## config.mk

```make
export PLATFORM = sky130hd
export DESIGN_NAME = serial_subtractor
export DESIGN_NICKNAME = d
export VERILOG_FILES = /design/src/rtl/serial_pkg.sv /design/src/rtl/one_bit_subtractor.sv /design/src/rtl/serial_subtractor.sv
export SDC_FILE = /design/constraint.sdc
export NUM_CORES = 1
export LEC_CHECK = 0
export ABC_CLOCK_PERIOD_IN_PS = 2790
export CORE_ASPECT_RATIO = 1.4
export CORE_MARGIN = 2
export CORE_UTILIZATION = 40
export DETAILED_ROUTE_END_ITERATION = 8
export PLACE_DENSITY = 0.65
export SKIP_CTS_REPAIR_TIMING = 1
export SYNTH_ARGS = -nofsm -noshare
export SYNTH_HDL_FRONTEND = slang
export SYNTH_SLANG_ARGS = --single-unit
```

## constraint.sdc

```tcl
create_clock -name clk -period 2.79 [get_ports clk]
set_clock_uncertainty 0.15 [all_clocks]
set_input_delay 0.279 -clock clk [delete_from_list [all_inputs] [get_ports clk]]
set_output_delay 0.279 -clock clk [all_outputs]
set_load 0.01 [all_outputs]
```

## src/rtl/serial_pkg.sv

```systemverilog
// Shared definitions for the bit-serial subtractor: FSM state encoding,
// the default operand width and the bit-counter width helper.
package serial_pkg;

   // FSM encoding shared by the serial arithmetic blocks.
   typedef enum logic [1:0] {
      ST_IDLE = 2'd0,
      ST_RUN  = 2'd1,
      ST_DONE = 2'd2
   } serial_state_e;

   // Default operand / result width.
   localparam int SERIAL_WIDTH_DEFAULT = 32;

   // Width of a counter that indexes bits 0 .. w-1.
   function automatic int cnt_width(input int w);
      return (w < 2) ? 1 : $clog2(w);
   endfunction

   localparam int SERIAL_CNT_W_DEFAULT = cnt_width(SERIAL_WIDTH_DEFAULT);

endpackage : serial_pkg

```

## src/rtl/one_bit_subtractor.sv

```systemverilog
// Combinational full-subtractor cell: d = a - b - bin, with borrow out.
module one_bit_subtractor (
   input  logic bin,
   input  logic a,
   input  logic b,
   output logic d,
   output logic bout
);

   // Difference bit and borrow generation for one bit position.
   always_comb begin
      d    = a ^ b ^ bin;
      bout = (~a & b) | (~(a ^ b) & bin);
   end

endmodule : one_bit_subtractor

```

## src/rtl/serial_subtractor.sv

```systemverilog
// Bit-serial two's-complement subtractor: diff = a - b, one bit per clock,
// LSB first, borrow rippled through a single one_bit_subtractor cell.
// Optional signed-overflow flag is built when SERIAL_SUB_OVF_EN is defined.
module serial_subtractor
   import serial_pkg::*;
#(
   parameter int WIDTH = SERIAL_WIDTH_DEFAULT
) (
   input  logic             clk,
   input  logic             rst_n,
   input  logic             start,
   input  logic [WIDTH-1:0] a,
   input  logic [WIDTH-1:0] b,
   output logic             busy,
   output logic             done,
   output logic [WIDTH-1:0] diff,
   output logic             borrow_out,
   output logic             zero,
`ifdef SERIAL_SUB_OVF_EN
   output logic             negative,
   output logic             overflow
`else
   output logic             negative
`endif
);

   localparam int                CNT_W    = cnt_width(WIDTH);
   localparam logic [CNT_W-1:0] LAST_CNT = CNT_W'(WIDTH - 1);

   serial_state_e     state_q, state_d;
   logic [WIDTH-1:0]  a_q, a_d;
   logic [WIDTH-1:0]  b_q, b_d;
   // Holds the low WIDTH-1 result bits; the final bit goes straight to diff.
   logic [WIDTH-2:0]  partial_q, partial_d;
   logic              borrow_q, borrow_d;
   logic [CNT_W-1:0]  cnt_q, cnt_d;
   logic [WIDTH-1:0]  diff_q, diff_d;
   logic              borrow_out_q, borrow_out_d;
   logic              zero_q, zero_d;
   logic              negative_q, negative_d;
`ifdef SERIAL_SUB_OVF_EN
   logic              a_msb_q, a_msb_d;
   logic              b_msb_q, b_msb_d;
   logic              overflow_q, overflow_d;
`endif

   logic              cell_d;
   logic              cell_bout;
   logic [WIDTH-1:0]  final_diff;

   one_bit_subtractor u_cell (
      .bin  (borrow_q),
      .a    (a_q[0]),
      .b    (b_q[0]),
      .d    (cell_d),
      .bout (cell_bout)
   );

   // Result as it will look once the current (last) bit is shifted in.
   assign final_diff = {cell_d, partial_q};

   // Next-state, datapath shifting and result capture on the final bit.
   always_comb begin
      // NOTE: every signal gets a default before the case, so no path leaves
      // one unassigned and no latch is inferred.
      state_d      = state_q;
      a_d          = a_q;
      b_d          = b_q;
      partial_d    = partial_q;
      borrow_d     = borrow_q;
      cnt_d        = cnt_q;
      diff_d       = diff_q;
      borrow_out_d = borrow_out_q;
      zero_d       = zero_q;
      negative_d   = negative_q;
`ifdef SERIAL_SUB_OVF_EN
      a_msb_d      = a_msb_q;
      b_msb_d      = b_msb_q;
      overflow_d   = overflow_q;
`endif

      case (state_q)
         ST_IDLE, ST_DONE: begin
            if (start) begin
               a_d      = a;
               b_d      = b;
               borrow_d = 1'b0;
               cnt_d    = '0;
`ifdef SERIAL_SUB_OVF_EN
               a_msb_d  = a[WIDTH-1];
               b_msb_d  = b[WIDTH-1];
`endif
               state_d  = ST_RUN;
            end else begin
               state_d  = ST_IDLE;
            end
         end

         ST_RUN: begin
            a_d       = a_q >> 1;
            b_d       = b_q >> 1;
            partial_d = final_diff[WIDTH-1:1];
            borrow_d  = cell_bout;
            cnt_d     = cnt_q + CNT_W'(1);
            if (cnt_q == LAST_CNT) begin
               state_d      = ST_DONE;
               diff_d       = final_diff;
               borrow_out_d = cell_bout;
               zero_d       = (final_diff == '0);
               negative_d   = cell_d;
`ifdef SERIAL_SUB_OVF_EN
               overflow_d   = (a_msb_q != b_msb_q) && (cell_d != a_msb_q);
`endif
            end
         end

         default: state_d = ST_IDLE;
      endcase
   end

   // State, datapath and result registers; reset aborts any operation.
   always_ff @(posedge clk or negedge rst_n) begin
      if (!rst_n) begin
         // NOTE: non-blocking assignments in clocked logic so every flop
         // samples pre-edge values regardless of statement order.
         state_q      <= ST_IDLE;
         // NOTE: the operand shift registers are reset as well; they are few
         // flops and this keeps X out of the borrow chain after power-up.
         a_q          <= '0;
         b_q          <= '0;
         partial_q    <= '0;
         borrow_q     <= 1'b0;
         cnt_q        <= '0;
         diff_q       <= '0;
         borrow_out_q <= 1'b0;
         zero_q       <= 1'b0;
         negative_q   <= 1'b0;
`ifdef SERIAL_SUB_OVF_EN
         a_msb_q      <= 1'b0;
         b_msb_q      <= 1'b0;
         overflow_q   <= 1'b0;
`endif
      end else begin
         state_q      <= state_d;
         a_q          <= a_d;
         b_q          <= b_d;
         partial_q    <= partial_d;
         borrow_q     <= borrow_d;
         cnt_q        <= cnt_d;
         diff_q       <= diff_d;
         borrow_out_q <= borrow_out_d;
         zero_q       <= zero_d;
         negative_q   <= negative_d;
`ifdef SERIAL_SUB_OVF_EN
         a_msb_q      <= a_msb_d;
         b_msb_q      <= b_msb_d;
         overflow_q   <= overflow_d;
`endif
      end
   end

   // Handshake decodes straight from the state register (no start bypass).
   assign busy       = (state_q == ST_RUN);
   assign done       = (state_q == ST_DONE);
   assign diff       = diff_q;
   assign borrow_out = borrow_out_q;
   assign zero       = zero_q;
   assign negative   = negative_q;
`ifdef SERIAL_SUB_OVF_EN
   assign overflow   = overflow_q;
`endif

endmodule : serial_subtractor

```

Yosys cells after proc, flatten, opt, wreduce, memory -nomap -nowiden
Cells that the tools add are included.
- word-level logic and storage cells: 40
- output and inout port bits: 37
- register bits: 138
- muxes and demuxes: 11
- reductions and logical operators: 6
- bitwise logic cells: 7
- equality and inequality tests: 5
- add/sub/neg operators: 1
- operators with widths (operator ; count):
    $pmux 32 s2 ; 2
    $mux 32 ; 2
    $logic_not 32->1 ; 1
    $pmux 5 s2 ; 1
    $add 5x1->5 const B ; 1
    $eq 5x5->1 const B ; 1
    $mux 5 ; 1
    $pmux 2 s2 ; 1
    $reduce_and 2->1 ; 2
    $and 1x1->1 ; 2
    $eq 2x1->1 const B ; 1
    $eq 2x2->1 const B ; 1
    $logic_not 2->1 ; 1
    $mux 1 ; 2
    $mux 2 ; 1
    $ne 2x1->1 const B ; 1
    $ne 2x2->1 const B ; 1
    $not 1->1 ; 2
    $pmux 1 s2 ; 1
    $reduce_bool 2->1 ; 1
    $reduce_or 2->1 ; 1
    $xor 1x1->1 ; 2
    $or 1x1->1 ; 1

Depth between registers and ports, before layout
Gate-level depths: netlist (run 1).
- word-level depth: 5
- mapped depth: 8

Modules after synthesis
A second synthesis (run 1) with hierarchy kept.
- cells, all modules: 530
- area, all modules: 5789.3 sq um
- by module, submodules not included (module ; instances ; area each (sq um) ; cells an instance):
    serial_subtractor ; 1 ; 5758.0 ; 526
    one_bit_subtractor ; 1 ; 31.3 ; 4

Worst setup path after synthesis (run 1)
No wires, ideal clock.
- kind: reg-to-reg
- from: reg cnt_q[0]
- to: reg diff_q[10], in the netlist diff[10]
- path slack: 863 ps
- arrival time: 1652 ps
- stages on the path, launching flop included: 8
- required time: 2515 ps
- path through: dfrtp_1 -> ha_1 -> and3_1 -> ha_1 -> nand3b_1 -> buf_4 -> buf_6 -> mux2_2
- longest elaborated chain between the ends: 2
- ends and longest elaborated chain (what ; RTL line ; text):
    from (decl) ; serial_subtractor.sv:36 ; logic [CNT_W-1:0] cnt_q, cnt_d;
    from (signal assigned) ; serial_subtractor.sv:149 ; cnt_q <= cnt_d;
    $eq 5x5->1 ; serial_subtractor.sv:105 ; if (cnt_q == LAST_CNT) begin
    $reduce_and 2->1 (no source line) ; - ;
    to (signal assigned) ; serial_subtractor.sv:150 ; diff_q <= diff_d;
    to (decl) ; serial_subtractor.sv:37 ; logic [WIDTH-1:0] diff_q, diff_d;
Every way passes these cells.
A chain may end at the register's enable or synchronous reset.

Worst setup path in the final report (run 1)
- from: reg state_q[0]
- to: out busy
- longest elaborated chain between the ends: 1
- ends and longest elaborated chain (what ; RTL line ; text):
    from (decl) ; serial_subtractor.sv:30 ; serial_state_e state_q, state_d;
    from (signal assigned) ; serial_subtractor.sv:144 ; state_q <= state_d;
    $eq 2x1->1 ; serial_subtractor.sv:163 ; assign busy = (state_q == ST_RUN);
    to (decl) ; serial_subtractor.sv:14 ; output logic busy,
Every way passes these cells.

==> run metrics, run 1 <==
DRC Markers 0; post-route minimum period 2.441 ns; CTS tree done; R2R cell count 6; Worst Setup End Kind output pin; ys async rst share 100.0%; Total GRT Usage 16.90%; Fmax achieved 409.7 MHz; port bufs 103; status finished, final reports clean; R2R Setup Slk 0.65 ns; Wirelength per Cell 15.03 µm; Net Count, Synth 599; # fillers 1,330; die area 15,140 µm²; worst hold slack 0.2640 ns; sequential area share after synthesis 60.51%; R2R Path End diff[27]; antenna cell count 0; layout cell share with drive strength beyond 1 12.44%; number of synthesized flops with an enable pin 0; Main synth FF type dfrtp_1; total wire length 12.32 mm; maximum vdd drop 563.1 µV; Worst Setup SP state_q[0]; layout overhead on the synthesized area 31.12%; placeable core area 13,910 µm²; Nets 692; RSZ-0062 raised after global routing false; Vias 4,257; GR Overflow Total 0; Worst-path clk slew 0.05 ns; Tot Pwr 8159 µW; start of the worst register-to-register path cnt_q[0]; Pwr Density 1098 nW/µm²; Yosys warnings 0; Slew @ Worst Pin 1.028 ns; Final Setup Violations 0; most frequent cells in the layout 157 x nand2_1, 137 x dfrtp_1, 102 x clkdlybuf4s50_1; #FFs+latches synth 137; syn avg cell area 10.71 µm²; ranking of synthesized cells by area dfrtp_1 61%, nand2_1 10%, a22oi_1 8.1%; crit share post-route 87.48%; Rows 51; Slew Viols, Final 0; largest area contributor in the synthesized netlist dfrtp_1; Die Span X 104.6 µm; clk sinks 137; number of global-route vias before repair 4,142; CP endpoint busy; final hold violation count 0; later-pin clock latency in the skew report 0.40 ns; leak pwr 0.003489 µW; most common cell after layout, fill and taps aside nand2_1; DR pass1 iterations 6; antenna violations before repair 0; synthesized instance count 529; fin cells 820; H-tree depth 4; final worst slack 0.3494 ns; Max Cap Violations 0; Root Driver clkbuf_16; worst slack at placement 0.6325 ns; Detailed Place HPWL 7.955 mm; number of CTS-inserted buffers 17; largest net degree at the start of global routing 99; Setup CP Type flop to output pin; Worst Path Arrival 2.01 ns; Hold/Removal Path Class input pin to async pin; Yosys top cell area share 60.51%; headroom to the max-slew limit 31.48%; Iter 0 DRT Violations 239; first-pass GRT wire length 20.51 mm; CTS Buffer Depth 2; CP max FO 43; Worst Setup Start Kind flop; Cells after DPL 787; Post-Syn Area 5665 µm²; IO Count 104; Setup TNS Final 0 ns; CP required 2.36 ns; Vias/cell 5.191; initial core utilization 40.73%; ANT nets after route 0; Netlist cell types 29; die height 144.8 µm; GPL Wtd Cong 0.7239
-- where the power goes --
part / switching, µW / total [µW] / internal, µW
Combinational: 1340 / 2530 / 1180
Sequential: 545 / 3350 / 2810
Clock: 812 / 2280 / 1470
-- cells by family after synthesis --
group                    after synthesis  share of synthesized area, %
AND/OR/NAND/NOR                      239                         18.07
adder cells (fa/ha/maj)                3                        0.7950
multiplexers                          34                         6.714
flip-flops                           137                         60.51
buffers and inverters                 44                         4.351
AO/OA/AOI/OAI                         72                         9.563
-- synth_stat cells, types with 3 or more instances --
master and n:
clkbuf_1 8, buf_2 24, nor4_1 8, o21ai_0 3
mux2_2 32, a22oi_1 61, nand4_1 3, a22o_1 4
buf_4 3, nand2_1 157, inv_1 3, dfrtp_1 137
nand3_1 62, buf_6 5
-- registers in the layout (all words and copies together), names as in the netlist --
signal,flops
state_q,2
borrow_out,1
b_q,32
borrow_q,1
partial_q,31
zero,1
a_q,32
cnt_q,5
diff,32
-- routing by layer --
layer  routed length [µm]  up-vias  track usage (%)
li1                     -     2028                -
met1                 5421     2116            21.34
met2                 6233      101            28.83
met3                  531       12            3.941
met4                  135        0            5.684
met5                    0        -                0
-- layout make-up --
cell class              count  area (µm²)  area share, %
clock inverters            12       146.4          1.971
multi-input cells         348        2008          27.03
repair buffers            114        1130          15.21
well taps                 185       231.5          3.116
inverters                   4       17.52         0.2358
flip-flops and latches    137        3428          46.15
clock buffers              20       466.7          6.283
-- metrics by stage --
step	cell area (µm²)	util, %
after CTS	7418	53.33
after global routing	7428	53.40
after global placement	6805	48.92
after floorplan	5665	-
after detailed placement	6805	48.92
final	7428	53.40
-- critical path, cell delays in order, from the launching register on --
cell,delay [ns]
dfrtp_1,0.50
nand2b_4,0.09
inv_4,0.38
clkdlybuf4s50_1,0.63
-- how the worst min path moves through the flow --
stage / from / to / slack [ns]
6_report: rst_n / diff[22] / 0.26
5_1_grt: rst_n / diff[18] / 0.32
4_1_cts: rst_n / partial_q[17] / -0.30
3_5_place_dp: rst_n / diff[22] / 0.13
3_3_place_gp: rst_n / partial_q[21] / 0.12
2_1_floorplan: rst_n / a_q[0] / -0.17
Note: power is estimated with default switching activity, not from simulation.
==> run 2, diff against run 1 <==
- SKIP_CTS_REPAIR_TIMING: 1 -> default
==> run metrics, run 2 (same netlist as run 1, synthesis figures left out) <==
Setup TNS Final 0 ns (unchanged); DRC Markers 0 (unchanged); Detailed Place HPWL 7.955 mm (unchanged); Setup CP Type flop to output pin; later-pin clock latency in the skew report 0.41 ns (about the same); Vias 4,261 (+0.094%); leak pwr 0.003489 µW (unchanged); H-tree depth 4 (unchanged); final hold violation count 0 (unchanged); CP max FO 43 (unchanged); Hold/Removal Path Class input pin to async pin; Slew Viols, Final 0 (unchanged); status finished, final reports clean; Fmax achieved 408.9 MHz (-0.20%); post-route minimum period 2.445 ns (+0.004825 ns); layout overhead on the synthesized area 31.12% (unchanged); largest net degree at the start of global routing 99 (unchanged); die area 15,140 µm² (unchanged); DR pass1 iterations 4 (-2); total wire length 12.31 mm (about the same); Root Driver clkbuf_16; Rows 51 (unchanged); start of the worst register-to-register path cnt_q[0]; most frequent cells in the layout 157 x nand2_1, 137 x dfrtp_1, 102 x clkdlybuf4s50_1; R2R Path End diff[27]; headroom to the max-slew limit 33.05% (+1.6 points); CP required 2.36 ns (about the same); crit share post-route 87.65% (+0.17 points); GPL Wtd Cong 0.7239 (unchanged); Iter 0 DRT Violations 239 (unchanged); Worst-path clk slew 0.05 ns (about the same); antenna violations before repair 0 (unchanged); first-pass GRT wire length 20.53 mm (about the same); GR Overflow Total 0 (unchanged); Register Area 3428 µm² (unchanged); number of global-route vias before repair 4,152 (+0.24%); initial core utilization 40.73% (unchanged); Tot Pwr 8159 µW (about the same); Pwr Density 1098 nW/µm² (about the same); port bufs 103 (unchanged); IO Count 104 (unchanged); Nets 692 (unchanged); most common cell after layout, fill and taps aside nand2_1; maximum vdd drop 562.8 µV (about the same); die height 144.8 µm (unchanged); Final Setup Violations 0 (unchanged); Total GRT Usage 16.91% (about the same); R2R Setup Slk 0.65 ns (about the same); Worst Setup Start Kind flop; R2R cell count 6 (unchanged); placeable core area 13,910 µm² (unchanged); Worst Setup End Kind output pin; number of CTS-inserted buffers 17 (unchanged); ANT nets after route 0 (unchanged); Slew @ Worst Pin 1.004 ns (-0.02351 ns); # fillers 1,330 (unchanged); Vias/cell 5.196 (about the same); RSZ-0062 raised after global routing false; Worst Path Arrival 2.02 ns (about the same); CTS Buffer Depth 2 (unchanged); area of the multi-input gates 2008 µm² (unchanged); Max Cap Violations 0 (unchanged); layout cell share with drive strength beyond 1 12.44% (unchanged); Wirelength per Cell 15.02 µm (about the same); Die Span X 104.6 µm (unchanged); clk sinks 137 (unchanged); CTS tree done; antenna cell count 0 (unchanged)
run 2: cell counts in the layout (fill, tap and decap cells not counted):
Identical to the previous run, type by type.
run 2: through the flow:
step                      utilization, %  hold WS, ns  std cells  worst slack [ns]  area [µm²]
after floorplan                        -      -0.1666        529            0.8631        5665
after global placement             48.92       0.1243        787            0.6763        6805
after detailed placement           48.92       0.1315        787            0.6325        6805
after CTS                          53.40       0.2701        820            0.3213        7428
after global routing               53.40       0.3176        820            0.2770        7428
final                              53.40       0.2676        820            0.3446        7428
run 2: area by class of cell:
class / count / share of cell area, %
clock buffers: 20 / 6.283
clock inverters: 12 / 1.971
inverters: 4 / 0.2358
multi-input cells: 348 / 27.03
flip-flops and latches: 137 / 46.15
well taps: 185 / 3.116
repair buffers: 114 / 15.21
run 2: timing repair:
action | in CTS | in global routing
resized for setup | 0 | 0
hold endpoints to repair | 56 | 0
hold buffers | 1 | 0
setup buffers | 0 | 0
run 2: power breakdown:
| group | internal (µW) | switching [µW] | total [µW] |
|---|---|---|---|
| Combinational | 1180 | 1340 | 2530 |
| Clock | 1470 | 812 | 2280 |
| Sequential | 2810 | 545 | 3350 |
| Total | 5460 | 2700 | 8160 |
run 2: worst max-delay path by stage:
stage	end	from	depth (start not counted)
floorplan	diff[10]	cnt_q[0]	7
global placement	diff[4]	cnt_q[0]	6
detailed placement	diff[15]	cnt_q[0]	6
CTS	busy	state_q[0]	3
global route	busy	state_q[0]	3
finish	busy	state_q[0]	3
run 2: routing by layer:
metal | wire length [µm] | GRT usage [%] | up-vias
li1 | - | - | 2030
met5 | 0 | 0 | -
met4 | 135 | 5.684 | 0
met2 | 6227 | 28.90 | 110
met1 | 5378 | 21.34 | 2109
met3 | 573 | 3.896 | 12
run 2: critical path: stages, from the launching register on:
cell	delay (ns)
dfrtp_1	0.51
nand2b_4	0.09
inv_4	0.38
clkdlybuf4s50_1	0.63
==> run 3, diff against run 2 <==
- CORE_ASPECT_RATIO: 1.4 -> 1.5
- CORE_UTILIZATION: 40 -> 45
- PLACE_DENSITY: 0.65 -> 0.71
==> run metrics, run 3 (same netlist as run 1, synthesis figures left out) <==
status finished, final reports clean; Comb power frac 30.2% (-0.8 points); P_sw 2751 µW (+1.9%); Fmax achieved 444.4 MHz (+8.7%); Setup CP Type flop to output pin; Total GRT Usage 19.44% (+2.5 points); post-cts gate resize count 0 (unchanged); first-pass GRT wire length 20.64 mm (+0.54%); number of CTS-inserted buffers 17 (unchanged); CP required 2.36 ns (about the same); Hold/Removal Path Class input pin to async pin; sequential power share 39.9% (-1.2 points); Worst Path Arrival 1.82 ns (-0.20 ns); die height 141.4 µm (-2.3%); R2R Path End diff[23]; port bufs 103 (unchanged); Wirelength per Cell 15.64 µm (+4.1%); Final Setup Violations 0 (unchanged); CTS Buffer Depth 2 (unchanged); Slew Viols, Final 0 (unchanged); Iter 0 DRT Violations 248 (+3.8%); R2R Setup Slk 0.61 ns (-0.04 ns); leak pwr 0.003542 µW (+1.5%); Highest Signal Layer met4; IO Count 104 (unchanged); later-pin clock latency in the skew report 0.41 ns (about the same); Setup TNS Final 0 ns (unchanged); CTS tree done; number of global-route vias before repair 4,363 (+5.1%); GPL Wtd Cong 0.7759 (+7.2%); initial core utilization 45.74% (+5.0 points); Slew @ Worst Pin 0.5759 ns (-0.4284 ns); Worst Setup Start Kind flop; post-route minimum period 2.250 ns (-0.1950 ns); post-layout util 60.42% (+7.0 points); headroom to the max-slew limit 61.61% (+29 points); Die Span X 95.62 µm (-8.6%); most frequent cells in the layout 157 x nand2_1, 137 x dfrtp_1, 102 x clkdlybuf4s50_1; Worst-path clk slew 0.06 ns (about the same); maximum vdd drop 636.7 µV (+13%); Rows 50 (-2.0%); Detailed Place HPWL 8.127 mm (+2.2%); RSZ-0062 raised after global routing false; worst slack at placement 0.6007 ns (-0.03180 ns); CP endpoint busy; Max Cap Violations 0 (unchanged); DRC Markers 0 (unchanged); GR Overflow Total 0 (unchanged); antenna violations before repair 0 (unchanged); Root Driver clkbuf_16; clk sinks 137 (unchanged); H-tree depth 4 (unchanged); largest net degree at the start of global routing 63 (-36%); Worst Setup SP state_q[0]; DR pass1 iterations 5 (+1); met3 WL 613 µm (+7.0%); final hold violation count 0 (unchanged); internal power 5699 µW (+4.4%); M1 wire length 5.201 mm (-3.3%); total wire length 12.42 mm (+0.84%); crit share post-route 80.66% (-7.0 points); CP max FO 22 (-49%); final worst slack 0.5396 ns (+0.1950 ns); routed wl met2 6.437 mm (+3.4%); Worst Setup End Kind output pin; Pwr Density 1129 nW/µm² (+2.8%); clock power share 29.9% (+1.9 points); layout overhead on the synthesized area 32.11%; start of the worst register-to-register path cnt_q[0]; layout cell share with drive strength beyond 1 12.85% (+0.41 points); most common cell after layout, fill and taps aside nand2_1; ANT nets after route 0 (unchanged); Nets 695 (+0.43%); Vias/cell 5.476 (+5.4%); Tot Pwr 8451 µW (+3.6%); die area 13,520 µm² (-11%); R2R cell count 6 (unchanged); Vias 4,348 (+2.0%); Sw Ratio 32.56% (-0.55 points); placeable core area 12,390 µm² (-11%); antenna cell count 0 (unchanged)
-- run 3: cell count changes in the layout (fill, tap and decap cells not counted), sizes merged --
cell,delta
clkinv,-1
bufinv,+2
clkbuf,+1
buf,+3
clkinvlp,-2
-- run 3: layout make-up --
type / count / area, µm²
clock buffer: 21 / 480.5
clock inverter: 11 / 190.2
fill: 1064 / 4902
inverter: 4 / 17.52
multi-input combinational: 348 / 2008
sequential: 137 / 3428
tap: 156 / 195.2
timing repair buffer: 117 / 1165
-- run 3: what timing repair did --
action,in CTS,in global routing
endpoints found under the hold margin,60,0
buffers inserted,0,0
hold buffers,1,0
-- run 3: routing by layer --
layer	GRT usage [%]	vias up
met1	24.79	2157
met4	7.143	0
li1	-	2031
met3	5.151	16
met5	0	-
met2	31.65	144
-- run 3: worst min path at each step --
stage                     startpoint        to  slack, ns  depth (start not counted)
final                          rst_n  diff[20]       0.26                          2
after CTS                      rst_n  diff[20]       0.28                          2
after global routing            b[6]    b_q[6]       0.30                          3
after floorplan                rst_n    a_q[0]      -0.17                          0
after global placement         rst_n  diff[21]       0.14                          1
after detailed placement       rst_n  diff[20]       0.15                          1
-- run 3: metrics by stage --
| stage | hold slack, ns | cell area [µm²] | cells |
|---|---|---|---|
| 3_3_place_gp | 0.1381 | 6804 | 761 |
| 6_report | 0.2591 | 7485 | 794 |
| 2_1_floorplan | -0.1666 | 5665 | 529 |
| 4_1_cts | 0.2752 | 7485 | 794 |
| 3_5_place_dp | 0.1458 | 6804 | 761 |
| 5_1_grt | 0.3047 | 7485 | 794 |
-- run 3: power groups by stage --
| stage | clock network (µW) | registers (µW) | logic [µW] |
|---|---|---|---|
| 3_3_place_gp | 0 | 3340 | 2480 |
| 4_1_cts | 2560 | 3370 | 2600 |
| 3_5_place_dp | 0 | 3400 | 2590 |
| 6_report | 2530 | 3370 | 2560 |
| 5_1_grt | 2660 | 3480 | 2880 |
| 2_1_floorplan | 0 | 3300 | 1680 |
-- run 3: critical path, stage by stage (launching register included) --
cell and delay (ns):
dfrtp_1 0.50, nand2b_4 0.09, inv_4 0.22, clkdlybuf4s50_1 0.60
